--- config.mk ---
export PLATFORM = sky130hd
export DESIGN_NAME = sram_arb_1p1024x39
export DESIGN_NICKNAME = d
export VERILOG_FILES = /design/src/rtl/sram_arb_1p1024x39.sv
export SDC_FILE = /design/constraint.sdc
export NUM_CORES = 1
export LEC_CHECK = 0
export BUFFER_PORTS_ARGS = -buffer_cell sky130_fd_sc_hd__buf_2
export CAP_MARGIN = 20
export CORE_AREA = 5 5 105 107
export DETAILED_ROUTE_END_ITERATION = 10
export DIE_AREA = 0 0 110 112
export GPL_TIMING_DRIVEN = 1
export PLACE_DENSITY = 0.67
export SLEW_MARGIN = 20
export SYNTH_ARGS = -nofsm -noshare
export SYNTH_HDL_FRONTEND = slang
export SYNTH_SLANG_ARGS = --single-unit
--- constraint.sdc ---
create_clock -name clk_i -period 1.8 [get_ports clk_i]
set_clock_uncertainty 0.05 [all_clocks]
set_input_delay 0.09 -clock clk_i [delete_from_list [all_inputs] [get_ports clk_i]]
set_output_delay 0.09 -clock clk_i [all_outputs]
set_load 0.02 [all_outputs]
--- src/rtl/sram_arb_1p1024x39.sv ---
`timescale 1ns / 1ps
// sram_arb_1p1024x39
//
// Controller in front of one 1024x39 single-port SRAM (32 data + 7 SECDED bits).
// After reset, and whenever init_req_i is seen while idle, every word is overwritten
// with InitValue. While idle, two requesters (A and B) share the array through a
// round-robin arbiter. The grant is combinational, in the same cycle as the request.
// Read data comes back one cycle after the grant, on the side that issued the read.
//
// Ports:
//   clk_i, rst_i         clock, asynchronous active-high reset
//   init_req_i           request a full-array clear (only looked at while idle)
//   init_done_o          array cleared and requests being served
//   a_* / b_*            requester A / B: req, we, addr, wdata in; gnt, rvalid, rdata out
//   sram_req_o           array access strobe
//   sram_write_o         array write select
//   sram_wmask_o         active-low write mask (0 enables the write)
//   sram_addr_o          array address
//   sram_wdata_o         array write data
//   sram_rdata_i         array read data, valid the cycle after a read strobe

module sram_arb_1p1024x39 #(
    parameter int unsigned     Depth     = 1024,
    parameter int unsigned     AddrWidth = 10,
    parameter int unsigned     Width     = 39,
    parameter logic [Width-1:0] InitValue = '0
) (
    input  logic                 clk_i,
    input  logic                 rst_i,

    input  logic                 init_req_i,
    output logic                 init_done_o,

    input  logic                 a_req_i,
    input  logic                 a_we_i,
    input  logic [AddrWidth-1:0] a_addr_i,
    input  logic [Width-1:0]     a_wdata_i,
    output logic                 a_gnt_o,
    output logic                 a_rvalid_o,
    output logic [Width-1:0]     a_rdata_o,

    input  logic                 b_req_i,
    input  logic                 b_we_i,
    input  logic [AddrWidth-1:0] b_addr_i,
    input  logic [Width-1:0]     b_wdata_i,
    output logic                 b_gnt_o,
    output logic                 b_rvalid_o,
    output logic [Width-1:0]     b_rdata_o,

    output logic                 sram_req_o,
    output logic                 sram_write_o,
    output logic                 sram_wmask_o,
    output logic [AddrWidth-1:0] sram_addr_o,
    output logic [Width-1:0]     sram_wdata_o,
    input  logic [Width-1:0]     sram_rdata_i
);

    localparam logic [AddrWidth-1:0] LastAddr = AddrWidth'(Depth - 1);

    typedef enum logic [1:0] {
        StStart,
        StInit,
        StIdle
    } state_e;

    state_e               state_q, state_d;
    logic [AddrWidth-1:0] cnt_q, cnt_d;
    // 1 means B was granted last, so A wins the next tie.
    logic                 rr_last_q, rr_last_d;
    logic                 init_done_q, init_done_d;
    logic                 a_rvalid_q, a_rvalid_d;
    logic                 b_rvalid_q, b_rvalid_d;

    logic                 a_gnt, b_gnt;

    // Next-state, arbitration and the SRAM drive.
    always_comb begin
        state_d      = state_q;
        cnt_d        = cnt_q;
        rr_last_d    = rr_last_q;
        a_gnt        = 1'b0;
        b_gnt        = 1'b0;
        sram_req_o   = 1'b0;
        sram_write_o = 1'b0;
        sram_wmask_o = 1'b0;
        sram_addr_o  = '0;
        sram_wdata_o = '0;

        unique case (state_q)
            // One quiet cycle after reset before the clear begins. All outputs stay at 0,
            // which keeps everything low while reset is held.
            StStart: begin
                state_d = StInit;
            end

            StInit: begin
                sram_req_o   = 1'b1;
                sram_write_o = 1'b1;
                sram_wmask_o = 1'b0;
                sram_addr_o  = cnt_q;
                sram_wdata_o = InitValue;
                if (cnt_q == LastAddr) begin
                    cnt_d   = '0;
                    state_d = StIdle;
                end else begin
                    cnt_d = cnt_q + AddrWidth'(1);
                end
            end

            StIdle: begin
                sram_wmask_o = 1'b1;
                if (init_req_i) begin
                    cnt_d   = '0;
                    state_d = StInit;
                end else begin
                    a_gnt = a_req_i & (~b_req_i | rr_last_q);
                    b_gnt = b_req_i & ~a_gnt;
                    if (a_gnt) begin
                        sram_req_o   = 1'b1;
                        sram_write_o = a_we_i;
                        sram_wmask_o = 1'b0;
                        sram_addr_o  = a_addr_i;
                        sram_wdata_o = a_wdata_i;
                        rr_last_d    = 1'b0;
                    end else if (b_gnt) begin
                        sram_req_o   = 1'b1;
                        sram_write_o = b_we_i;
                        sram_wmask_o = 1'b0;
                        sram_addr_o  = b_addr_i;
                        sram_wdata_o = b_wdata_i;
                        rr_last_d    = 1'b1;
                    end
                end
            end

            default: begin
                state_d = StStart;
            end
        endcase
    end

    // init_done is registered: it is high exactly while the state register holds IDLE.
    always_comb begin
        init_done_d = (state_d == StIdle);
        a_rvalid_d  = a_gnt & ~a_we_i;
        b_rvalid_d  = b_gnt & ~b_we_i;
    end

    always_ff @(posedge clk_i or posedge rst_i) begin
        if (rst_i) begin
            state_q     <= StStart;
            cnt_q       <= '0;
            rr_last_q   <= 1'b1;
            init_done_q <= 1'b0;
            a_rvalid_q  <= 1'b0;
            b_rvalid_q  <= 1'b0;
        end else begin
            state_q     <= state_d;
            cnt_q       <= cnt_d;
            rr_last_q   <= rr_last_d;
            init_done_q <= init_done_d;
            a_rvalid_q  <= a_rvalid_d;
            b_rvalid_q  <= b_rvalid_d;
        end
    end

    assign init_done_o = init_done_q;
    assign a_gnt_o     = a_gnt;
    assign b_gnt_o     = b_gnt;
    assign a_rvalid_o  = a_rvalid_q;
    assign b_rvalid_o  = b_rvalid_q;
    // The array registers its read data itself, so it lines up with the rvalid flag.
    assign a_rdata_o   = a_rvalid_q ? sram_rdata_i : '0;
    assign b_rdata_o   = b_rvalid_q ? sram_rdata_i : '0;

endmodule

After elaboration in Yosys (flattened, before gate mapping)
Cells that the tools add are included.
- reduce and logical (&&, ||, !) cells: 5
- add/sub/neg operators: 1
- muxes and demuxes: 34
- eq/ne operators: 5
- bitwise logic cells: 10
- operators by type and width (kind ; count):
    $mux 39 ; 6
    $mux 10 ; 5
    $pmux 10 s2 ; 2
    $mux 1 ; 16
    $add 10x1->10 const B ; 1
    $eq 10x10->1 const B ; 1
    $pmux 2 s3 ; 1
    $not 1->1 ; 5
    $and 1x1->1 ; 4
    $eq 2x2->1 const B ; 2
    $mux 2 ; 2
    $pmux 1 s2 ; 2
    $reduce_bool 2->1 ; 2
    $reduce_and 3->1 ; 1
    $eq 2x1->1 const B ; 1
    $logic_not 2->1 ; 1
    $ne 2x2->1 const B ; 1
    $reduce_and 2->1 ; 1
    $or 1x1->1 ; 1
- word-level logic and storage cells: 61
- register bits: 16
- output and inout bits: 135

Depth between registers and ports, before layout
Gate-level depths: netlist (run 1).
- depth in word-level cells: 9
- depth in mapped cells: 9
- depth with buffers taken out: 6

Worst setup path before layout (run 1)
OpenSTA, ideal clock, no wires.
- kind: register -> output
- start point: register state_q[0]
- end point: output sram_addr_o[7]
- buffers on the path: 3
- data arrival time: 1.818 ns
- data required time: 1.660 ns
- setup slack: -0.158 ns
- stages on the path, launching flop included: 10
- cell sequence: dfrtp_1 -> inv_1 -> ha_1 -> buf_6 -> nor2b_4 -> and3_1 -> buf_6 -> buf_6 -> a22oi_1 -> a21boi_1
- cells in the longest elaborated chain, start to end: 2
- RTL lines (item ; line ; text):
    start: declaration ; 66 ; state_e state_q, state_d;
    start signal: assignment ; 151 ; state_q <= StStart;
    start signal: assignment ; 158 ; state_q <= state_d;
    $eq 2x2->1 / $eq 2x1->1 (equally long branches) ; 89 ; unique case (state_q)
    $pmux 10 s2 (*) ; 89 ;
    end: declaration ; 53 ; output logic [AddrWidth-1:0] sram_addr_o,
Every way passes the cells marked *; elsewhere a longest branch is shown, timed or not.

Final worst setup path (run 1)
- start point: register state_q[0]
- end point: output sram_wdata_o[16]
- cells in the longest elaborated chain, start to end: 2
- RTL lines (item ; line ; text):
    $eq 2x2->1 ; 89 ;
    $mux 39 ; 89 ;
    end: declaration ; 54 ; output logic [Width-1:0] sram_wdata_o,
Every way passes these cells.

==> results of run 1 <==
-- state kept, by name, summed over array words and instances, names as in the netlist --
name / count
state_q: 2
a_rvalid_o: 1
b_rvalid_o: 1
rr_last_q: 1
init_done_o: 1
cnt_q: 10
-- Yosys cell counts (all sizes together) (6+ instances only) --
| cell type | count |
|---|---|
| and2 | 78 |
| clkbuf | 9 |
| inv | 6 |
| nor2b | 13 |
| dfrtp | 15 |
| a222oi | 9 |
| nand3 | 6 |
| nand2 | 9 |
| a22o | 41 |
| a21oi | 6 |
| buf | 17 |
| o21ai | 6 |
-- where the power goes --
part           switching, mW  internal (mW)  leakage (nW)
Clock                  0.131          0.194        0.0288
Sequential            0.0962          0.432         0.209
Combinational          0.554          0.568          2.20
-- per-layer routing --
layer  GRT usage, %  vias to the layer above  part of all wire [%]
met4           3.08                        2                  0.93
li1               -                     1512                     -
met2           30.3                      195                    49
met3           3.83                        8                    11
met1           21.8                     1454                    40
met5              0                        -                 0.060
-- per-stage QoR --
stage                     power, mW  hold slack, ns  TNS [ns]  cell area [um2]
final                          1.98          0.0336     -7.85             4230
after global routing           2.12          0.0462    -11.76             4230
after CTS                      1.95          0.0312     -7.92             4170
after detailed placement       1.58           0.161         0             3870
after global placement         1.55           0.152         0             3870
after floorplan                1.11         -0.0470     -1.31             2290
-- final timing paths --
kind,endpoint,slack (ns),cells past startpoint
max,sram_wdata_o[16],-0.20,8
min,rr_last_q,0.03,2
max reg2reg,cnt_q[5],0.14,6
min reg2reg,cnt_q[8],0.50,1
max in group asynchronous,cnt_q[9],0.87,3
min in group asynchronous,a_rvalid_o,0.42,3
-- timing repair --
| item | 4_1_cts | 5_1_grt |
|---|---|---|
| resized for setup | 68 | 12 |
| setup buffers | 1 | 1 |
| setup endpoints to repair | 52 | 57 |
| gates cloned | 1 | 0 |
| endpoints found under the hold margin | 16 | 0 |
| pin swaps | 9 | 2 |
| hold buffers | 2 | 0 |
-- cells by family after synthesis --
kind of cell / count (synthesis) / synth area share [%]
compound gates: 75 / 29.2
xor+xnor: 4 / 1.68
fa+ha+maj: 5 / 2.99
buf+inv: 32 / 10.4
flops: 16 / 19.2
mux: 1 / 0.539
simple gates: 125 / 36.0
-- layout make-up --
class                           count  area, um2
Antenna cell                        4       10.0
Clock buffer                        4       55.1
Fill cell                        1014       5810
Inverter                            6       22.5
Multi-Input combinational cell    211       1700
Sequential cell                    16        402
Tap cell                          136        170
Timing Repair Buffer              307       1870
==> results.py, run 1 <==
metrics = {
    "yosys": {
        "synthTopCellsByArea": "and2_1 (23%), dfrtp_1 (18%), a22o_1 (17%)",
        "syn_area_per_cell_um2": 8.10,
        "synth_ff_type": "dfrtp_1",
        "yosys_warnings": 0,
        "synth_top_area_share_pct": 23.3,
        "ys_ff_latch": 16,
        "syn_nets": 407,
        "synth_top_cell_by_area": "and2_1",
        "netlist_instances": 258,
        "async_flop_share_pct": 100,
        "synth_area_um2": 2090,
        "synth-seq-area-share_pct": 19.2,
        "synth-edff-count": 0,
        "synth_cell_types": 39,
    },
    "critical_path": {
        "cp_max_fo": 15,
        "rr_startpoint": "state_q[0]",
        "cp_common_cell": "buf_12",
        "path_cells": "inv_2, ha_4, nor2b_4, and3_4, buf_12, buf_12, a22o_1, buf_6",
        "critPathTopFamily": "buffers and inverters",
        "critPathCaptureType": "primary output",
        "critPathLaunch": "state_q[0]",
        "cpPeakStageDelay_ns": 0.39,
        "cp_data_arrival_time_ns": 1.86,
        "worstSetupStartpointType": "flop",
        "critPathSlowestCell": "dfrtp_1",
        "cp_num_buf_inv": 4,
        "critPathKind": "reg -> out",
        "worst_ep_required_time_ns": 1.66,
    },
    "layout": {
        "final_cell_mix": "buf_2 (238), and2_1 (78), buf_6 (32), buf_4 (32), a22o_1 (23)",
        "final_common_cell": "buf_2",
        "nets": 694,
        "drive_above_1_share_pct": 63.8,
        "finalNonFillerCells": 684,
        "post-route-util_pct": 42.1,
        "syn2layout_area_growth_pct": 102,
    },
    "placed_design": {
        "port_buffers": 278,
        "place_congestion": 0.970,
        "pre_cts_slack_ns": 0.0455,
        "dp_cells": 671,
        "dpl.hpwl_mm": 9.83,
    },
    "detailed_routing": {
        "viasPerCell": 4.64,
        "wl_per_cell_um": 17.0,
        "firstDrtPassIters": 4,
        "post-route-drc-count": 0,
        "ant_nets": 0,
        "drtIter0Drc": 330,
        "vias": 3171,
        "wl_mm": 11.6,
    },
    "timing": {
        "grt_setup_unrepaired": "true",
        "hold_viol": 0,
        "fin_ws_ns": -0.198,
        "setup_viol": 52,
        "slew_viol_final": 0,
        "finalCriticalPeriod_ns": 2.00,
        "tightest_slew_ns": 0.640,
        "slew_headroom_pct": 57.3,
        "period_share_pct": 111,
        "fmax_mhz": 501,
    },
    "power": {
        "power-per-cell-area_nw_per_um2": 467,
        "power_leakage_nw": 2.44,
        "ir_worst_vdd_mv": 0.514,
    },
    "run_status": {
        "outcome": "finished, violations left",
        "violations": "negative setup slack",
    },
    "cts": {
        "cts_root_buf": "clkbuf_8",
        "cts_tree": "yes",
        "clkTransAtPathRegs_ns": 0.06,
        "clk_latency_ns": 0.25,
        "max-clock-path-buffers": 2,
        "numClockSinks": 16,
        "cts_inserted_buffers": 3,
        "htree_num_levels": 1,
    },
    "run": {
        "max_cap_violations": 0,
    },
    "floorplan": {
        "dieArea_um2": 12300,
        "rows": 37,
        "core_um2": 10000,
        "ioPinCount": 279,
        "die_w_um": 110,
        "fp.dieH_um": 112,
        "initial_core_util_pct": 20.8,
    },
    "global_routing": {
        "antenna_found_initial": 3,
        "grt_pass1_wl_mm": 17.1,
        "grt_pass1_vias": 3289,
        "grt_usage_pct": 17.3,
        "grt_max_degree": 41,
        "grt_overflow": 0,
    },
    "min_path": {
        "holdCritPathClass": "in -> reg",
        "min_from": "a_req_i",
    },
}
(Power assumes the default switching activity.)
==> run 2, diff against run 1 <==
--- a/config.mk
+++ b/config.mk
@@ -12,6 +12,7 @@
 export DIE_AREA = 0 0 110 112
 export GPL_TIMING_DRIVEN = 1
 export PLACE_DENSITY = 0.67
+export RECOVER_POWER = 50
 export SLEW_MARGIN = 20
 export SYNTH_ARGS = -nofsm -noshare
 export SYNTH_HDL_FRONTEND = slang
==> run 2 against run 1 <==
The run still ends with negative setup slack left. Power hardly changed. Hold slack hardly changed. Via count rose by 0.19%. Worst setup slack is essentially flat. Utilization decreased by 0.51 points. Sequential cell count unchanged. Die area is the same. Sequential power barely moved. Sequential share of layout area increased by 0.12 points. Final cell count unchanged. Fmax about the same. Critical path type unchanged. Critical endpoint unchanged. Highest routed layer unchanged.
==> results.py, run 2 (synthesized netlist as in run 1, its figures left out) <==
metrics = {
    "run_status": {
        "outcome": "finished, violations left",
        "violations": "negative setup slack",
    },
    "power": {
        "p_switching_uw": 782,
        "pwr-share-clk_pct": 16.5,
        "p_int_mw": 1.19,
        "switching_share_pct": 39.6,
        "power_leakage_nw": 2.28,
        "power-per-cell-area_nw_per_um2": 473,
        "seqPwrFrac_pct": 26.7,
        "combPwrFrac_pct": 56.8,
        "ir_worst_vdd_mv": 0.514,
    },
    "detailed_routing": {
        "wl_per_cell_um": 17.1,
        "post-route-drc-count": 0,
        "drtIter0Drc": 336,
        "wl_mm": 11.7,
        "firstDrtPassIters": 4,
        "met2WireLength_mm": 5.67,
        "top_layer": "met5",
        "ant_nets": 0,
        "vias": 3177,
        "wl_met1_mm": 4.58,
        "wl_met3_mm": 1.34,
        "viasPerCell": 4.64,
    },
    "layout": {
        "finalNonFillerCells": 684,
        "largest_reg_flops": 10,
        "final_cell_mix": "buf_2 (201), and2_1 (78), clkbuf_1 (37)",
        "nets": 694,
        "syn2layout_area_growth_pct": 99.9,
        "top_regs": "cnt_q (10), state_q (2)",
        "largest_register": "cnt_q",
        "final_common_cell": "buf_2",
        "drive_above_1_share_pct": 57.0,
    },
    "global_routing": {
        "grt_pass1_wl_mm": 17.1,
        "grt_pass1_vias": 3289,
        "grt_max_degree": 41,
        "grt_usage_pct": 17.3,
        "grt_overflow": 0,
        "antenna_found_initial": 3,
    },
    "timing": {
        "fin_hold_ws_ns": 0.0335,
        "hold_viol": 0,
        "period_share_pct": 111,
        "finalCriticalPeriod_ns": 2.00,
        "setup_tns_ns": -7.82,
        "slew_headroom_pct": 58.0,
        "fmax_mhz": 500,
        "slew_viol_final": 0,
        "fin_ws_ns": -0.198,
        "grt_setup_unrepaired": "true",
        "setup_viol": 52,
        "tightest_slew_ns": 0.629,
    },
    "floorplan": {
        "rows": 37,
        "core_um2": 10000,
        "fp.dieH_um": 112,
        "die_w_um": 110,
        "initial_core_util_pct": 20.8,
        "ioPinCount": 279,
        "dieArea_um2": 12300,
    },
    "critical_path": {
        "r2r_slack_ns": 0.14,
        "critPathLaunch": "state_q[0]",
        "rr_startpoint": "state_q[0]",
        "critPathSlowestCell": "dfrtp_1",
        "cp_max_fo": 15,
        "path_cells": "inv_2, ha_4, nor2b_4, and3_4, buf_12, buf_12, a22o_1, buf_6",
        "cp_common_cell": "buf_12",
        "r2r-end": "cnt_q[5]",
        "critPathKind": "reg -> out",
        "r2r_cells": 6,
        "cpPeakStageDelay_ns": 0.39,
        "cp_data_arrival_time_ns": 1.86,
        "critPathCaptureType": "primary output",
        "worst_ep_required_time_ns": 1.66,
        "worstSetupStartpointType": "flop",
    },
    "min_path": {
        "holdPathStages": 2,
        "min_from": "a_req_i",
        "holdCritPathClass": "in -> reg",
        "worstHoldEndpoint": "rr_last_q",
    },
    "cts": {
        "numClockSinks": 16,
        "cts_root_buf": "clkbuf_8",
        "max-clock-path-buffers": 2,
        "cts_inserted_buffers": 3,
        "cts_tree": "yes",
        "clk_latency_ns": 0.25,
        "clkTransAtPathRegs_ns": 0.06,
        "htree_num_levels": 1,
    },
    "placed_design": {
        "pre_cts_slack_ns": 0.0455,
        "dpl.hpwl_mm": 9.83,
        "port_buffers": 278,
        "dp_cells": 671,
        "place_congestion": 0.970,
    },
    "run": {
        "max_cap_violations": 0,
    },
}
## run 2: layout make-up
cell class / count / area [um2]
fill: 1038 / 5870
multi-input combinational: 211 / 1700
tap: 136 / 170
sequential: 16 / 402
clock buffer: 4 / 55.1
timing repair buffer: 307 / 1820
antenna: 4 / 10.0
inverter: 6 / 22.5
## run 2: power by group through the flow
stage | registers [mW] | clock network (mW) | logic [mW]
after floorplan | 0.502 | 0 | 0.608
after global placement | 0.532 | 0 | 1.02
after detailed placement | 0.530 | 0 | 1.05
after CTS | 0.527 | 0.330 | 1.10
after global routing | 0.542 | 0.345 | 1.23
final | 0.529 | 0.325 | 1.12
## run 2: how the worst max path moves through the flow
stage / endpoint / slack, ns / depth (start not counted)
6_report: sram_wdata_o[16] / -0.20 / 8
5_1_grt: sram_wdata_o[16] / -0.27 / 8
4_1_cts: sram_wdata_o[19] / -0.18 / 8
3_5_place_dp: sram_wdata_o[19] / 0.05 / 7
3_3_place_gp: sram_wdata_o[37] / 0.08 / 7
2_1_floorplan: sram_addr_o[3] / -0.05 / 9
## run 2: layer usage
| layer | vias up | GRT usage (%) |
|---|---|---|
| li1 | 1512 | - |
| met1 | 1455 | 21.8 |
| met2 | 200 | 30.3 |
| met3 | 8 | 3.83 |
| met4 | 2 | 3.08 |
| met5 | - | 0 |
## run 2: worst max-delay path: cells and delay by family (launching register included)
kind | cells | cell delay (ns)
simple gates | 2 | 0.40
flops | 1 | 0.39
fa+ha+maj | 1 | 0.13
buf+inv | 4 | 0.51
compound gates | 1 | 0.17
## run 2: timing repair
| item | in CTS | in global routing |
|---|---|---|
| hold endpoints to repair | 16 | 0 |
| cloned | 1 | 0 |
| gates resized for setup | 68 | 12 |
| pin swaps | 9 | 2 |
| hold buffers | 2 | 0 |
| setup buffers | 1 | 1 |
| endpoints found under the setup margin | 52 | 57 |
## run 2: metrics by stage
stage | utilization (%) | total power [mW] | cell area, um2
after CTS | 41.5 | 1.95 | 4170
after floorplan | - | 1.11 | 2290
final | 41.6 | 1.98 | 4180
after global placement | 38.5 | 1.55 | 3870
after global routing | 41.6 | 2.12 | 4180
after detailed placement | 38.5 | 1.58 | 3870
==> run 3, diff against run 2 <==
--- a/config.mk
+++ b/config.mk
@@ -8,11 +8,12 @@
 export BUFFER_PORTS_ARGS = -buffer_cell sky130_fd_sc_hd__buf_2
 export CAP_MARGIN = 20
 export CORE_AREA = 5 5 105 107
+export CTS_CLUSTER_DIAMETER = 200
 export DETAILED_ROUTE_END_ITERATION = 10
 export DIE_AREA = 0 0 110 112
 export GPL_TIMING_DRIVEN = 1
 export PLACE_DENSITY = 0.67
-export RECOVER_POWER = 50
+export RECOVER_POWER = 25
 export SLEW_MARGIN = 20
 export SYNTH_ARGS = -nofsm -noshare
 export SYNTH_HDL_FRONTEND = slang
==> run 3 against run 2 <==
The run still ends with negative setup slack left. Sequential power is essentially flat. Wire length shrank 0.67%. First-iteration DRC count grew 5.7%. Global-route usage is the same. Worst setup slack is essentially flat. Register-to-register slack is essentially flat. Sequential cell count is the same. Fmax is essentially flat.
==> results.py, run 3 (synthesized netlist as in run 1, its figures left out) <==
metrics = {
    "global_routing": {
        "grt_usage_pct": 17.3,
        "grt_max_degree": 41,
        "grt.busiest_layer": "met2",
        "use_met2_pct": 30.3,
        "grt_overflow": 0,
        "use_met1_pct": 21.8,
        "grt_pass1_vias": 3289,
        "antenna_found_initial": 3,
        "met3_usage_pct": 3.83,
        "grt_pass1_wl_mm": 17.1,
    },
    "layout": {
        "fin_area_um2": 4220,
        "syn2layout_area_growth_pct": 102,
        "finalNonFillerCells": 684,
        "final.fill_count": 1020,
        "nets": 694,
        "final_common_cell": "buf_2",
        "largest_reg_flops": 10,
        "final_cell_mix": "buf_2 (229), and2_1 (78), buf_6 (32)",
        "largest_register": "cnt_q",
        "top_regs": "cnt_q (10), state_q (2)",
        "drive_above_1_share_pct": 62.1,
    },
    "placed_design": {
        "port_buffers": 278,
        "dp_cells": 671,
        "pre_cts_slack_ns": 0.0455,
        "placed_cell_area_um2": 3870,
        "place_congestion": 0.970,
        "dpl.hpwl_mm": 9.83,
    },
    "critical_path": {
        "critPathKind": "reg -> out",
        "path_cells": "inv_2, ha_4, nor2b_4, and3_4, buf_12, buf_12, a22o_1, buf_6",
        "rr_startpoint": "state_q[0]",
        "worstSetupStartpointType": "flop",
        "critPathSlowestCell": "dfrtp_1",
        "cpPeakStageDelay_ns": 0.39,
        "critPathLaunch": "state_q[0]",
        "cp_data_arrival_time_ns": 1.86,
        "worst_ep_required_time_ns": 1.66,
        "cp_max_fo": 15,
        "cp_common_cell": "buf_12",
        "critPathCaptureType": "primary output",
    },
    "power": {
        "ir_worst_vdd_mv": 0.513,
        "power_leakage_nw": 2.40,
        "power-per-cell-area_nw_per_um2": 469,
    },
    "floorplan": {
        "die_w_um": 110,
        "initial_core_util_pct": 20.8,
        "fp.dieH_um": 112,
        "core_um2": 10000,
        "rows": 37,
        "ioPinCount": 279,
        "dieArea_um2": 12300,
    },
    "run_status": {
        "violations": "negative setup slack",
        "outcome": "finished, violations left",
    },
    "cts": {
        "max-clock-path-buffers": 2,
        "cts_tree": "yes",
        "clk_latency_ns": 0.25,
        "cts_inserted_buffers": 3,
        "htree_num_levels": 1,
        "cts_root_buf": "clkbuf_8",
        "clkTransAtPathRegs_ns": 0.06,
        "numClockSinks": 16,
    },
    "detailed_routing": {
        "firstDrtPassIters": 5,
        "drtIter0Drc": 355,
        "post-route-drc-count": 0,
        "viasPerCell": 4.62,
        "vias": 3162,
        "wl_per_cell_um": 17.0,
        "wl_mm": 11.6,
        "ant_nets": 0,
    },
    "timing": {
        "tightest_slew_ns": 0.642,
        "grt_setup_unrepaired": "true",
        "finalCriticalPeriod_ns": 2.00,
        "fmax_mhz": 500,
        "slew_viol_final": 0,
        "period_share_pct": 111,
        "fin_ws_ns": -0.199,
        "hold_viol": 0,
        "setup_viol": 52,
        "slew_headroom_pct": 57.1,
    },
    "min_path": {
        "holdCritPathClass": "in -> reg",
        "min_from": "a_req_i",
    },
    "run": {
        "max_cap_violations": 0,
    },
}
run 3: changes by cell type in the layout (fill, tap and decap cells not counted), sizes merged:
cell    previous run  this run
buf              266       294
clkbuf            43        15
run 3: final timing paths:
kind	cells past startpoint	to	slack, ns
worst min-delay path	2	rr_last_q	0.03
worst max-delay path	8	sram_wdata_o[16]	-0.20
max in group asynchronous	3	cnt_q[9]	0.87
worst max register to register	6	cnt_q[5]	0.14
worst min register to register	1	cnt_q[8]	0.50
min in group asynchronous	3	a_rvalid_o	0.42
run 3: layout make-up:
class                           count  area, um2  area share (%)
Antenna cell                        4       10.0           0.237
Inverter                            6       22.5           0.534
Clock buffer                        4       55.1            1.31
Multi-Input combinational cell    211       1700            40.3
Timing Repair Buffer              307       1860            44.0
Tap cell                          136        170            4.04
Sequential cell                    16        402            9.53
run 3: through the flow:
| step | hold slack, ns | TNS, ns | util [%] | power (mW) |
|---|---|---|---|---|
| after floorplan | -0.0470 | -1.31 | - | 1.11 |
| after global placement | 0.152 | 0 | 38.5 | 1.55 |
| after detailed placement | 0.161 | 0 | 38.5 | 1.58 |
| after CTS | 0.0312 | -7.92 | 41.5 | 1.95 |
| after global routing | 0.0462 | -11.76 | 41.9 | 2.12 |
| final | 0.0334 | -7.87 | 42.0 | 1.98 |
run 3: report_power, final:
part / total (mW) / switching [mW] / internal (mW)
sequential: 0.529 / 0.0963 / 0.432
clock: 0.326 / 0.131 / 0.194
combinational: 1.12 / 0.554 / 0.568
total: 1.98 / 0.782 / 1.19
run 3: worst max-delay path: cells and delay by family (launching register included):
kind	cells	cell delay, ns
and+or+nand+nor	2	0.40
DFF	1	0.39
AOI/OAI and AO/OA	1	0.17
buffers and inverters	4	0.51
adders and majority gates	1	0.13
run 3: timing repair:
item | in CTS | in global routing
pin swaps | 9 | 2
hold buffers | 2 | 0
gates resized for setup | 68 | 12
hold endpoints to repair | 16 | 0
endpoints found under the setup margin | 52 | 57
gates cloned | 1 | 0
buffers inserted | 1 | 1
run 3: metal layers:
layer | share of wire [%] | wire (um) | vias up
met1 | 39 | 4540 | 1446
met3 | 11 | 1320 | 8
met2 | 49 | 5650 | 193
met4 | 0.93 | 108 | 2
met5 | 0.060 | 7 | -
li1 | - | - | 1513
